**src/rtl/vga_timing_pkg.sv**
```systemverilog
// Default 640x480@60 raster constants and helpers shared by the VGA sync generator.
package vga_timing_pkg;

  localparam int CNT_W = 10;

  localparam int H_VIS   = 640;
  localparam int H_FP    = 16;
  localparam int H_SYNC  = 96;
  localparam int H_BP    = 48;
  localparam int H_TOTAL = H_VIS + H_FP + H_SYNC + H_BP;

  localparam int V_VIS   = 480;
  localparam int V_FP    = 10;
  localparam int V_SYNC  = 2;
  localparam int V_BP    = 33;
  localparam int V_TOTAL = V_VIS + V_FP + V_SYNC + V_BP;

  typedef logic [CNT_W-1:0] cnt_t;

  // Inclusive window test used for the sync pulse decodes.
  function automatic logic in_range(input cnt_t v, input int lo, input int hi);
    return (int'(v) >= lo) && (int'(v) <= hi);
  endfunction

endpackage

```
**src/rtl/vga_sync_gen_if.sv**
```systemverilog
// Raster timing outputs of vga_sync_gen, consumed by the renderer and the VGA pins.
interface vga_sync_gen_if;
  import vga_timing_pkg::*;

  logic pix_en;
  cnt_t hcount;
  cnt_t vcount;
  logic hsync;
  logic vsync;
  logic video_on;
  logic line_start;
  logic frame_start;

  modport master (
    output pix_en, hcount, vcount, hsync, vsync, video_on, line_start, frame_start
  );

  modport slave (
    input pix_en, hcount, vcount, hsync, vsync, video_on, line_start, frame_start
  );

endinterface

```
**src/rtl/vga_sync_gen_pix_en.sv**
```systemverilog
// Pixel-enable strobe: modulo-PIX_DIV counter, strobe high in its last count.
module pix_en_gen #(
  parameter int PIX_DIV = 2
) (
  input  logic clk,
  input  logic clr,
  output logic pix_en
);

  localparam int DW = (PIX_DIV > 1) ? $clog2(PIX_DIV) : 1;
  localparam logic [DW-1:0] DIV_LAST = DW'(PIX_DIV - 1);

  logic [DW-1:0] div;

  always_ff @(posedge clk) begin
    if (clr) div <= '0;
    else if (div == DIV_LAST) div <= '0;
    else div <= div + DW'(1);
  end

  // With PIX_DIV = 1 div is pinned at zero, so the strobe is permanently high.
  assign pix_en = (div == DIV_LAST);

endmodule

```
**src/rtl/vga_sync_gen.sv**
```systemverilog
// VGA raster timing generator: h/v counters stepped on the pixel strobe, with
// sync/visible flags registered from the next counter values so they align with the counts.
module vga_sync_gen
  import vga_timing_pkg::*;
#(
  parameter int   PIX_DIV  = 2,
  parameter int   H_VIS    = vga_timing_pkg::H_VIS,
  parameter int   H_FP     = vga_timing_pkg::H_FP,
  parameter int   H_SYNC   = vga_timing_pkg::H_SYNC,
  parameter int   H_BP     = vga_timing_pkg::H_BP,
  parameter int   V_VIS    = vga_timing_pkg::V_VIS,
  parameter int   V_FP     = vga_timing_pkg::V_FP,
  parameter int   V_SYNC   = vga_timing_pkg::V_SYNC,
  parameter int   V_BP     = vga_timing_pkg::V_BP,
  parameter logic SYNC_POL = 1'b0
) (
  input logic            clk,
  input logic            clr,
  vga_sync_gen_if.master vga
);

  localparam int   H_TOT  = H_VIS + H_FP + H_SYNC + H_BP;
  localparam int   V_TOT  = V_VIS + V_FP + V_SYNC + V_BP;
  localparam cnt_t H_LAST = cnt_t'(H_TOT - 1);
  localparam cnt_t V_LAST = cnt_t'(V_TOT - 1);
  localparam int   HS_LO  = H_VIS + H_FP;
  localparam int   HS_HI  = H_VIS + H_FP + H_SYNC - 1;
  localparam int   VS_LO  = V_VIS + V_FP;
  localparam int   VS_HI  = V_VIS + V_FP + V_SYNC - 1;

  logic pix_en;
  cnt_t hcount, vcount;
  cnt_t h_next, v_next;
  logic h_wrap, v_wrap;
  logic hsync, vsync, video_on, line_start, frame_start;

  pix_en_gen #(.PIX_DIV(PIX_DIV)) u_pix_en (
    .clk    (clk),
    .clr    (clr),
    .pix_en (pix_en)
  );

  always_comb begin
    h_wrap = (hcount == H_LAST);
    v_wrap = (vcount == V_LAST);
    h_next = h_wrap ? '0 : hcount + cnt_t'(1);
    v_next = vcount;
    if (h_wrap) v_next = v_wrap ? '0 : vcount + cnt_t'(1);
  end

  // Reset parks the counters on the last pixel so the first step lands on (0,0).
  always_ff @(posedge clk) begin
    if (clr) begin
      hcount      <= H_LAST;
      vcount      <= V_LAST;
      hsync       <= ~SYNC_POL;
      vsync       <= ~SYNC_POL;
      video_on    <= 1'b0;
      line_start  <= 1'b0;
      frame_start <= 1'b0;
    end else begin
      line_start  <= pix_en && h_wrap;
      frame_start <= pix_en && h_wrap && v_wrap;
      if (pix_en) begin
        hcount   <= h_next;
        vcount   <= v_next;
        hsync    <= in_range(h_next, HS_LO, HS_HI) ? SYNC_POL : ~SYNC_POL;
        vsync    <= in_range(v_next, VS_LO, VS_HI) ? SYNC_POL : ~SYNC_POL;
        video_on <= (int'(h_next) < H_VIS) && (int'(v_next) < V_VIS);
      end
    end
  end

  assign vga.pix_en      = pix_en;
  assign vga.hcount      = hcount;
  assign vga.vcount      = vcount;
  assign vga.hsync       = hsync;
  assign vga.vsync       = vsync;
  assign vga.video_on    = video_on;
  assign vga.line_start  = line_start;
  assign vga.frame_start = frame_start;

endmodule

```
**src/flat_wrapper.sv**
```systemverilog
// flat-port wrapper written by rule: the top's interface ports become plain ports
module vga_sync_gen_flat import vga_timing_pkg::*;
#(
  parameter int   PIX_DIV  = 2,
  parameter int   H_VIS    = vga_timing_pkg::H_VIS,
  parameter int   H_FP     = vga_timing_pkg::H_FP,
  parameter int   H_SYNC   = vga_timing_pkg::H_SYNC,
  parameter int   H_BP     = vga_timing_pkg::H_BP,
  parameter int   V_VIS    = vga_timing_pkg::V_VIS,
  parameter int   V_FP     = vga_timing_pkg::V_FP,
  parameter int   V_SYNC   = vga_timing_pkg::V_SYNC,
  parameter int   V_BP     = vga_timing_pkg::V_BP,
  parameter logic SYNC_POL = 1'b0
)
  (clk, clr, vga_pix_en, vga_hcount, vga_vcount, vga_hsync, vga_vsync, vga_video_on, vga_line_start, vga_frame_start);
  vga_sync_gen_if vga_i ();
  input logic clk;
  input logic clr;
  output wire logic [$bits(vga_i.pix_en)-1:0] vga_pix_en;
  output wire logic [$bits(vga_i.hcount)-1:0] vga_hcount;
  output wire logic [$bits(vga_i.vcount)-1:0] vga_vcount;
  output wire logic [$bits(vga_i.hsync)-1:0] vga_hsync;
  output wire logic [$bits(vga_i.vsync)-1:0] vga_vsync;
  output wire logic [$bits(vga_i.video_on)-1:0] vga_video_on;
  output wire logic [$bits(vga_i.line_start)-1:0] vga_line_start;
  output wire logic [$bits(vga_i.frame_start)-1:0] vga_frame_start;
  assign vga_pix_en = vga_i.pix_en;
  assign vga_hcount = vga_i.hcount;
  assign vga_vcount = vga_i.vcount;
  assign vga_hsync = vga_i.hsync;
  assign vga_vsync = vga_i.vsync;
  assign vga_video_on = vga_i.video_on;
  assign vga_line_start = vga_i.line_start;
  assign vga_frame_start = vga_i.frame_start;
  vga_sync_gen #(.PIX_DIV(PIX_DIV), .H_VIS(H_VIS), .H_FP(H_FP), .H_SYNC(H_SYNC), .H_BP(H_BP), .V_VIS(V_VIS), .V_FP(V_FP), .V_SYNC(V_SYNC), .V_BP(V_BP), .SYNC_POL(SYNC_POL)) u_core (.clk(clk), .clr(clr), .vga(vga_i));
endmodule
```
**config.mk**
```make
export PLATFORM = sky130hd
export DESIGN_NAME = vga_sync_gen_flat
export DESIGN_NICKNAME = d
export VERILOG_FILES = /design/src/rtl/vga_timing_pkg.sv /design/src/rtl/vga_sync_gen_if.sv /design/src/rtl/vga_sync_gen_pix_en.sv /design/src/rtl/vga_sync_gen.sv /design/src/flat_wrapper.sv
export SDC_FILE = /design/constraint.sdc
export NUM_CORES = 1
export LEC_CHECK = 0
export CORE_MARGIN = 5
export CORE_UTILIZATION = 40
export CTS_BUF_LIST = sky130_fd_sc_hd__clkbuf_2
export CTS_CLUSTER_SIZE = 28
export DETAILED_ROUTE_END_ITERATION = 16
export DONT_BUFFER_PORTS = 1
export PLACE_DENSITY = 0.51
export SKIP_CTS_REPAIR_TIMING = 1
export SYNTH_ARGS = -nofsm -noshare
export SYNTH_HDL_FRONTEND = slang
export SYNTH_HIERARCHICAL = 1
export SYNTH_SLANG_ARGS = --single-unit
```
**constraint.sdc**
```tcl
create_clock -name clk -period 2.9 [get_ports clk]
set_clock_uncertainty 0.2 [all_clocks]
set_input_delay 0.29 -clock clk [delete_from_list [all_inputs] [get_ports clk]]
set_output_delay 0.29 -clock clk [all_outputs]
set_load 0.02 [all_outputs]
```
==> flow_summary.yaml, run 1 <==
outcome:
  status: "completed"
grt:
  grt_pass1_wl_mm: 7.38
  grt_remaining_overflow: 0
  antenna_found_initial: 0
  grt_pass1_vias: 1426
  grt_max_degree: 23
  grt.total_usage_pct: 17.1
yosys:
  synth_top_family_by_area: "simple AND/OR/NAND/NOR gates"
  synth_area_um2: 1650
  synth.distinct_cells: 47
  ys_ff_latch: 26
  synth_mux_area_share_pct: 0.608
  synth_edf_count: 0
  synth_compound_area_share_pct: 22.3
  synth_xor_area_share_pct: 5.32
  synth_area_per_cell_um2: 7.99
  syn_nets: 212
  syn-instance-count: 206
  synth_warnings: 6
  seq_area_frac_synth_pct: 31.6
  synth-adder-area-share_pct: 3.04
  synth-main-ff-cell: "dfxtp_1"
  synth-simple-area-share_pct: 31.1
  async_reset_ff_share_pct: 0
floorplanning:
  die_w_um: 74.2
  die-area_um2: 5500
  ios: 28
  die_y_um: 74.2
  rows: 23
  start_util_pct: 41.2
  coreArea_um2: 4000
timing:
  worst_pin_slew_ps: 855
  slew_viol_final: 0
  fin_crit_ps: 2570
  fin_setup_tns_ps: 0
  setup_viol: 0
  timing.slew.headroom_pct: 42.8
  whs_ps: 418
  finalCritPeriodShare_pct: 88.7
  max_freq_ghz: 0.389
  setup_ws_ps: 328
  hold_violations: 0
  rsz0062_at_grt: "false"
clock_tree:
  clk_pin_slew_ps: 260
  cts_sinks: 26
  cts.path.max_buffers: 2
  cts_buffers: 3
  htree_levels: 1
  root_buffer: "clkbuf_2"
  cts_tree: "done"
  insertion_delay_ps: 360
layout:
  antenna_cells: 0
  layout_common_cells: "26 x dfxtp_1, 19 x nor2_1, 19 x nand2_1"
  layout_commonest_cell: "dfxtp_1"
  finalNetCount: 215
  area_growth_pct: 6.53
  fill_cells: 399
  layout-drive-gt1-share_pct: 11.6
setup_path:
  slowest_stage: "a2111oi_2"
  r2r_slack_ps: 330
  critical_path.max_stage_delay_ps: 470
  worstSetupStartpointType: "register"
  endpoint_kind: "register"
  cp_num_buf_inv: 0
  crit_start: "u_core/vga.hcount[0]$_SDFFE_PP1P_"
  cp.required_ps: 3000
  r2r-end: "u_core/vga.video_on$_SDFFE_PP0P_"
  crit_chain: "ha_1 > and4_1 > nand3_1 > a2111oi_2 > o221ai_1 > a32o_1"
  worstPathMaxFanout: 9
  crit_family: "compound AO/OA/AOI/OAI gates"
  worstPathArrival_ps: 2670
  rr_startpoint: "u_core/vga.hcount[0]$_SDFFE_PP1P_"
  r2r_cells: 6
  crit_type: "register to register"
hold_path:
  min_path_type: "register to register"
  min-delay-start: "u_core/vga.vcount[3]$_SDFFE_PP1P_"
  whs_path_depth: 2
  min_to: "u_core/vga.vcount[3]$_SDFFE_PP1P_"
routing:
  postRouteAntennaNets: 0
  remaining_drc_errors: 0
  drt_iter0_markers: 169
  routedWlPerCell_um: 18.0
  wl_mm: 4.62
  vias_per_cell: 6.23
  vias: 1601
  dr.pass1.iters: 4
flow_run:
  maxCapViolCount: 0
pwr:
  p_leak_nw: 0.624
  cellPowerDensity_nw_per_um2: 485
  ir_drop_uv: 297
place:
  gp_congestion: 0.926
  io_buffers: 0
  hpwl_mm: 3.29
  place_ws_ps: 395
==> worst min-delay path: cells and delay by family, from the launching register on <==
kind / cells / cell delay, ps
compound gates: 2 / 200
flops: 1 / 410
==> where the power goes <==
group	total [mW]	internal (mW)	leakage [nW]	switching [mW]
registers	0.423	0.380	0.212	0.0424
clock network	0.135	0.0281	0.0125	0.107
logic	0.293	0.106	0.400	0.186
==> per-stage QoR <==
stage / cells / power [mW] / instance area [µm²] / util [%]
floorplan: 206 / 0.638 / 1650 / -
global placement: 253 / 0.709 / 1730 / 43.2
detailed placement: 253 / 0.712 / 1730 / 43.2
CTS: 256 / 0.850 / 1740 / 43.6
global route: 257 / 0.900 / 1750 / 43.9
finish: 257 / 0.851 / 1750 / 43.9
==> state kept, by name, indices dropped and copies added (netlist names) <==
signal and flops:
u_core/vga.line_start 1, u_core/u_pix_en/pix_en 1, u_core/vga.vsync 1, u_core/vga.video_on 1, u_core/vga.frame_start 1, u_core/vga.vcount 10
u_core/vga.hsync 1, u_core/vga.hcount 10
==> area by class of cell <==
type | instances | area (µm²) | area share [%]
Sequential cell | 26 | 520 | 29.7
Multi-Input combinational cell | 157 | 1030 | 58.5
Timing Repair Buffer | 13 | 100 | 5.71
Inverter | 8 | 30.0 | 1.71
Clock buffer | 3 | 15.0 | 0.856
Tap cell | 50 | 62.6 | 3.57
==> how the worst max path moves through the flow <==
| stage | endpoint | slack, ps | cells after the start |
|---|---|---|---|
| after CTS | u_core/vga.video_on$_SDFFE_PP0P_ | 350 | 6 |
| after detailed placement | u_core/vga.video_on$_SDFFE_PP0P_ | 390 | 6 |
| after global routing | u_core/vga.video_on$_SDFFE_PP0P_ | 190 | 6 |
| final | u_core/vga.video_on$_SDFFE_PP0P_ | 330 | 6 |
| after floorplan | u_core/vga.vcount[9]$_SDFFE_PP1P_ | 470 | 7 |
| after global placement | u_core/vga.video_on$_SDFFE_PP0P_ | 440 | 6 |
==> synth_stat cells, types with 4 or more instances <==
cell type / instances / area, µm²
o31ai_1: 5 / 37.5
dfxtp_1: 26 / 521
ha_1: 4 / 50.1
xnor2_1: 6 / 52.6
nand3_1: 7 / 35.0
inv_1: 7 / 26.3
and3_1: 5 / 31.3
nand4_1: 7 / 43.8
nor3_1: 12 / 60.1
clkbuf_1: 7 / 26.3
nor2_1: 19 / 71.3
nand2_1: 19 / 71.3
xor2_1: 4 / 35.0
o21ai_0: 10 / 50.1
a21oi_1: 12 / 60.1
nand4b_1: 5 / 43.8
and4_1: 5 / 43.8
buf_2: 5 / 25.0
==> cells by family (layout without fill, tap and decap cells) <==
group | count (synthesis) | after routing
adders and majority gates | 4 | 4
AOI/OAI and AO/OA | 51 | 51
buffers and inverters | 23 | 24
DFF | 26 | 26
xor gates and xnor gates | 10 | 10
and+or+nand+nor | 91 | 91
muxes | 1 | 1
==> routing by layer <==
| metal | share of wire [%] | up-vias | global-route usage, % |
|---|---|---|---|
| met5 | 0 | - | 0 |
| met4 | 0.41 | 0 | 3.82 |
| met3 | 9.9 | 4 | 6.08 |
| met2 | 44 | 77 | 25.1 |
| met1 | 46 | 752 | 24.2 |
| li1 | - | 768 | - |
Power figures use the tool's default switching activity.
==> run 2, diff against run 1 <==
- CORE_ASPECT_RATIO: unset -> 0.6
- CORE_UTILIZATION: 40 -> 32
- PLACE_DENSITY: 0.51 -> 0.43
- SETUP_SLACK_MARGIN: unset -> 0.3
==> flow_summary.yaml, run 2 (same netlist as run 1, synthesis figures left out) <==
routing:
  remaining_drc_errors: 0
  vias_per_cell: 5.58
  wl_mm: 4.94
  postRouteAntennaNets: 0
  dr.pass1.iters: 4
  drt_iter0_markers: 172
  vias: 1550
  routedWlPerCell_um: 17.8
layout:
  antenna_cells: 0
  fin_area_um2: 1840
  layout_common_cells: "25 x dfxtp_1, 19 x nor2_1, 19 x nand2_1, 16 x buf_4"
  layout_commonest_cell: "dfxtp_1"
  area_growth_pct: 12.0
  finalNetCount: 219
  layout-drive-gt1-share_pct: 15.1
  final_core_util_pct: 36.7
  reg.largest.list: "u_core/vga.hcount: 10 flops, u_core/vga.vcount: 10 flops"
floorplanning:
  die_y_um: 65.6
  die-area_um2: 6730
  rows: 20
  die_w_um: 103
  coreArea_um2: 5030
  start_util_pct: 32.7
  ios: 28
setup_path:
  r2r_slack_ps: 410
  endpoint_kind: "register"
  worstPathMaxFanout: 10
  cp.required_ps: 3020
  r2r-end: "u_core/vga.video_on$_SDFFE_PP0P_"
  worstSetupStartpointType: "register"
  rr_startpoint: "u_core/vga.vcount[0]$_SDFFE_PP0P_"
  worstPathArrival_ps: 2610
  r2r_cells: 5
  crit_type: "register to register"
grt:
  grt_pass1_wl_mm: 8.07
  grt.total_usage_pct: 15.3
  grt_pass1_vias: 1384
  grt_max_degree: 23
  antenna_found_initial: 0
  grt_remaining_overflow: 0
timing:
  setup_viol: 0
  setup_ws_ps: 409
  rsz0062_at_grt: "false"
  slew_viol_final: 0
  hold_violations: 0
  fin_setup_tns_ps: 0
  timing.slew.headroom_pct: 39.9
  finalCritPeriodShare_pct: 85.9
  worst_pin_slew_ps: 899
  max_freq_ghz: 0.401
  fin_crit_ps: 2490
clock_tree:
  cts_sinks: 26
  cts_buffers: 3
  root_buffer: "clkbuf_2"
  cts_tree: "done"
  clk_pin_slew_ps: 290
  cts.path.max_buffers: 2
  insertion_delay_ps: 370
  htree_levels: 1
place:
  postPlaceCellArea_um2: 1780
  place_ws_ps: 384
  io_buffers: 0
  gp_congestion: 0.786
  hpwl_mm: 3.71
outcome:
  status: "completed"
pwr:
  cellPowerDensity_nw_per_um2: 525
  p_leak_nw: 0.662
  ir_drop_uv: 156
hold_path:
  min_path_type: "register to register"
  min-delay-start: "u_core/vga.vcount[3]$_SDFFE_PP1P_"
  whs_path_depth: 4
  min_to: "u_core/vga.frame_start$_SDFF_PP0_"
flow_run:
  maxCapViolCount: 0
-- run 2: critical path: stages, from the launching register on --
cell       delay [ps]
dfxtp_1           690
ha_1              400
nand4b_1          170
a2111oi_2         470
o221ai_1          240
a32o_1            270
-- run 2: layout make-up --
class	instances	area, µm²
Timing Repair Buffer	17	130
Inverter	8	30.0
Clock buffer	3	15.0
Fill cell	525	3190
Sequential cell	26	522
Multi-Input combinational cell	157	1030
Clock inverter	1	30.0
Tap cell	66	82.6
-- run 2: metal layers --
layer,vias to the layer above,global-route usage (%),wire (µm)
li1,776,-,-
met1,742,25.2,2730
met2,30,19.0,1890
met3,2,4.88,296
met4,0,1.47,19
met5,-,0,0
-- run 2: power by group --
group | total, mW | internal (mW) | leakage [nW] | switching, mW
registers | 0.418 | 0.381 | 0.213 | 0.0367
logic | 0.311 | 0.119 | 0.423 | 0.192
clock network | 0.241 | 0.119 | 0.0266 | 0.122
total | 0.969 | 0.618 | 0.662 | 0.351
-- run 2: metrics by stage --
| step | instances | power [mW] | hold slack [ps] |
|---|---|---|---|
| 5_1_grt | 278 | 1.03 | 474 |
| 3_3_place_gp | 273 | 0.720 | 161 |
| 4_1_cts | 277 | 0.966 | -299 |
| 2_1_floorplan | 206 | 0.638 | 157 |
| 3_5_place_dp | 273 | 0.719 | 162 |
| 6_report | 278 | 0.969 | 450 |
-- run 2: worst max-delay path by stage --
stage | start | slack (ps) | cells past startpoint | to
finish | u_core/vga.vcount[0]$_SDFFE_PP0P_ | 410 | 5 | u_core/vga.video_on$_SDFFE_PP0P_
global route | u_core/vga.hcount[7]$_SDFFE_PP0P_ | 340 | 5 | u_core/vga.video_on$_SDFFE_PP0P_
CTS | u_core/vga.hcount[0]$_SDFFE_PP1P_ | 340 | 6 | u_core/vga.video_on$_SDFFE_PP0P_
detailed placement | u_core/vga.hcount[0]$_SDFFE_PP1P_ | 380 | 6 | u_core/vga.video_on$_SDFFE_PP0P_
global placement | u_core/vga.hcount[0]$_SDFFE_PP1P_ | 360 | 6 | u_core/vga.video_on$_SDFFE_PP0P_
floorplan | u_core/vga.hcount[0]$_SDFFE_PP1P_ | 470 | 7 | u_core/vga.vcount[9]$_SDFFE_PP1P_
==> run 3, diff against run 2 <==
- RECOVER_POWER: unset -> 100
- SYNTH_HIERARCHICAL: 1 -> unset
==> flow_summary.yaml, run 3 <==
clock_tree:
  insertion_delay_ps: 370
  htree_levels: 1
  cts_tree: "done"
  cts.path.max_buffers: 2
  root_buffer: "clkbuf_2"
  clk_pin_slew_ps: 280
  cts_sinks: 26
  cts_buffers: 3
floorplanning:
  die_w_um: 101
  die-area_um2: 6490
  coreArea_um2: 4680
  ios: 28
  start_util_pct: 33.7
  die_y_um: 64.4
  rows: 19
setup_path:
  crit_chain: "clkbuf_1 > nand2b_1 > dlygate4sd3_1 > o41ai_1"
  worstPathArrival_ps: 2670
  cp.required_ps: 3000
  crit_type: "register to register"
  slowest_stage: "clkbuf_1"
  critical_path.max_stage_delay_ps: 670
  crit_start: "u_core.u_pix_en.pix_en$_SDFF_PP0_"
  endpoint_kind: "register"
  worstPathMaxFanout: 15
  worstSetupStartpointType: "register"
  rr_startpoint: "u_core.u_pix_en.pix_en$_SDFF_PP0_"
timing:
  whs_ps: 53.3
  timing.slew.headroom_pct: 41.1
  fin_crit_ps: 2570
  hold_violations: 0
  finalCritPeriodShare_pct: 88.5
  max_freq_ghz: 0.389
  rsz0062_at_grt: "true"
  setup_viol: 0
  slew_viol_final: 0
  fin_setup_tns_ps: 0
  worst_pin_slew_ps: 884
yosys:
  syn_nets: 211
  synth_top_family_by_area: "simple AND/OR/NAND/NOR gates"
  seq_area_frac_synth_pct: 32.9
  synth_xor_area_share_pct: 5.54
  synth_edf_count: 0
  synth_largest_area_cell: "dfxtp_1"
  synth-main-ff-cell: "dfxtp_1"
  synth_mux_area_share_pct: 1.27
  synth-simple-area-share_pct: 30.5
  synth_compound_area_share_pct: 20.3
  ys_ff_latch: 26
  async_reset_ff_share_pct: 0
  syn-instance-count: 205
  synth_warnings: 0
  synth-adder-area-share_pct: 3.17
  synth_most_common_cell: "nand2_1"
  synth.distinct_cells: 48
  yosysTopAreaCellShare_pct: 32.9
  synth_area_um2: 1580
  ys_top_cells_by_count: "29 x nand2_1, 26 x dfxtp_1, 22 x nor2_1"
  synth_area_per_cell_um2: 7.71
  synth_area_leaders: "dfxtp_1 33%, nand2_1 6.9%, nor2_1 5.2%, nor3_1 3.8%, xnor2_1 3.3%"
pwr:
  cellPowerDensity_nw_per_um2: 552
  p_leak_nw: 0.646
  ir_drop_uv: 205
  fin_total_pwr_mw: 0.969
place:
  hpwl_mm: 3.30
  gp_congestion: 0.860
  io_buffers: 0
routing:
  met2WireLength_mm: 1.58
  remaining_drc_errors: 0
  dr.pass1.iters: 4
  routedWlPerCell_um: 15.9
  drt_iter0_markers: 93
  wl_mm: 4.41
  vias: 1483
  postRouteAntennaNets: 0
  maxUsedRoutingLayer: "met4"
  wl_met3_um: 375
  drt-met1-wl_mm: 2.44
  vias_per_cell: 5.33
flow_run:
  maxCapViolCount: 0
outcome:
  status: "completed"
hold_path:
  min-delay-start: "clr"
  min_path_type: "input pin to register"
layout:
  final_core_util_pct: 37.5
  area_growth_pct: 11.1
  layout_commonest_cell: "nand2_1"
  reg.largest.list: "u_core.vga.hcount: 10 flops, u_core.vga.vcount: 10 flops"
  antenna_cells: 0
  layout_common_cells: "29 x nand2_1, 26 x dfxtp_1, 22 x nor2_1, 12 x nor3_1, 11 x a21oi_1"
  finalNetCount: 222
  layout-drive-gt1-share_pct: 6.05
grt:
  grt_pass1_vias: 1239
  grt_remaining_overflow: 0
  antenna_found_initial: 0
  grt.total_usage_pct: 13.3
  grt_max_degree: 25
  grt_pass1_wl_mm: 6.84
==> run 3: cell count changes after synthesis, moves of 4 or more <==
cell      before  now
nand2_1       19   29
nand4b_1       5    0
or3_1          0    5
and4_1         5    1
o21ai_0       10    6
==> run 3: kinds of logic after synthesis <==
kind of cell    after synthesis
compound gates               45
flops                        26
fa+ha+maj                     4
simple gates                 97
buf+inv                      21
mux                           2
xor+xnor                     10
==> run 3: path summary, 6_finish.rpt <==
path	endpoint	slack [ps]	cells after the start
worst max-delay path	u_core.vga.video_on$_SDFFE_PP0P_	330	4
worst min register to register	u_core.vga.video_on$_SDFFE_PP0P_	410	2
worst min-delay path	u_core.vga.hsync$_SDFFE_PP1P_	50	2
worst max register to register	u_core.vga.video_on$_SDFFE_PP0P_	330	4
==> run 3: area by class of cell <==
type                       count  area, µm²
fill                         474       2930
inverter                       9       33.8
clock buffer                   3       15.0
clock inverter                 1       30.0
tap                           63       78.8
sequential                    26        520
timing repair buffer          18        128
multi-input combinational    158        950
==> run 3: metal layers <==
layer	GRT usage, %	up-vias
li1	-	746
met1	21.9	697
met2	16.3	38
met3	4.61	2
met4	1.51	0
met5	0	-
==> run 3: per-stage QoR <==
step	instance area, µm²	instances	setup slack, ps
6_report	1760	278	332
5_1_grt	1760	278	200
4_1_cts	1710	269	322
3_5_place_dp	1660	265	353
3_3_place_gp	1660	265	421
2_1_floorplan	1580	205	375
==> run 3: critical path, delay by kind of cell, from the launching register on <==
family | cells | cell delay (ps)
simple gates | 1 | 210
buf+inv | 2 | 1320
flops | 1 | 400
compound gates | 1 | 360
==> run 3: report_power, final <==
part | internal [mW] | switching, mW
Clock | 0.119 | 0.119
Sequential | 0.382 | 0.0420
Combinational | 0.112 | 0.195
Total | 0.613 | 0.356
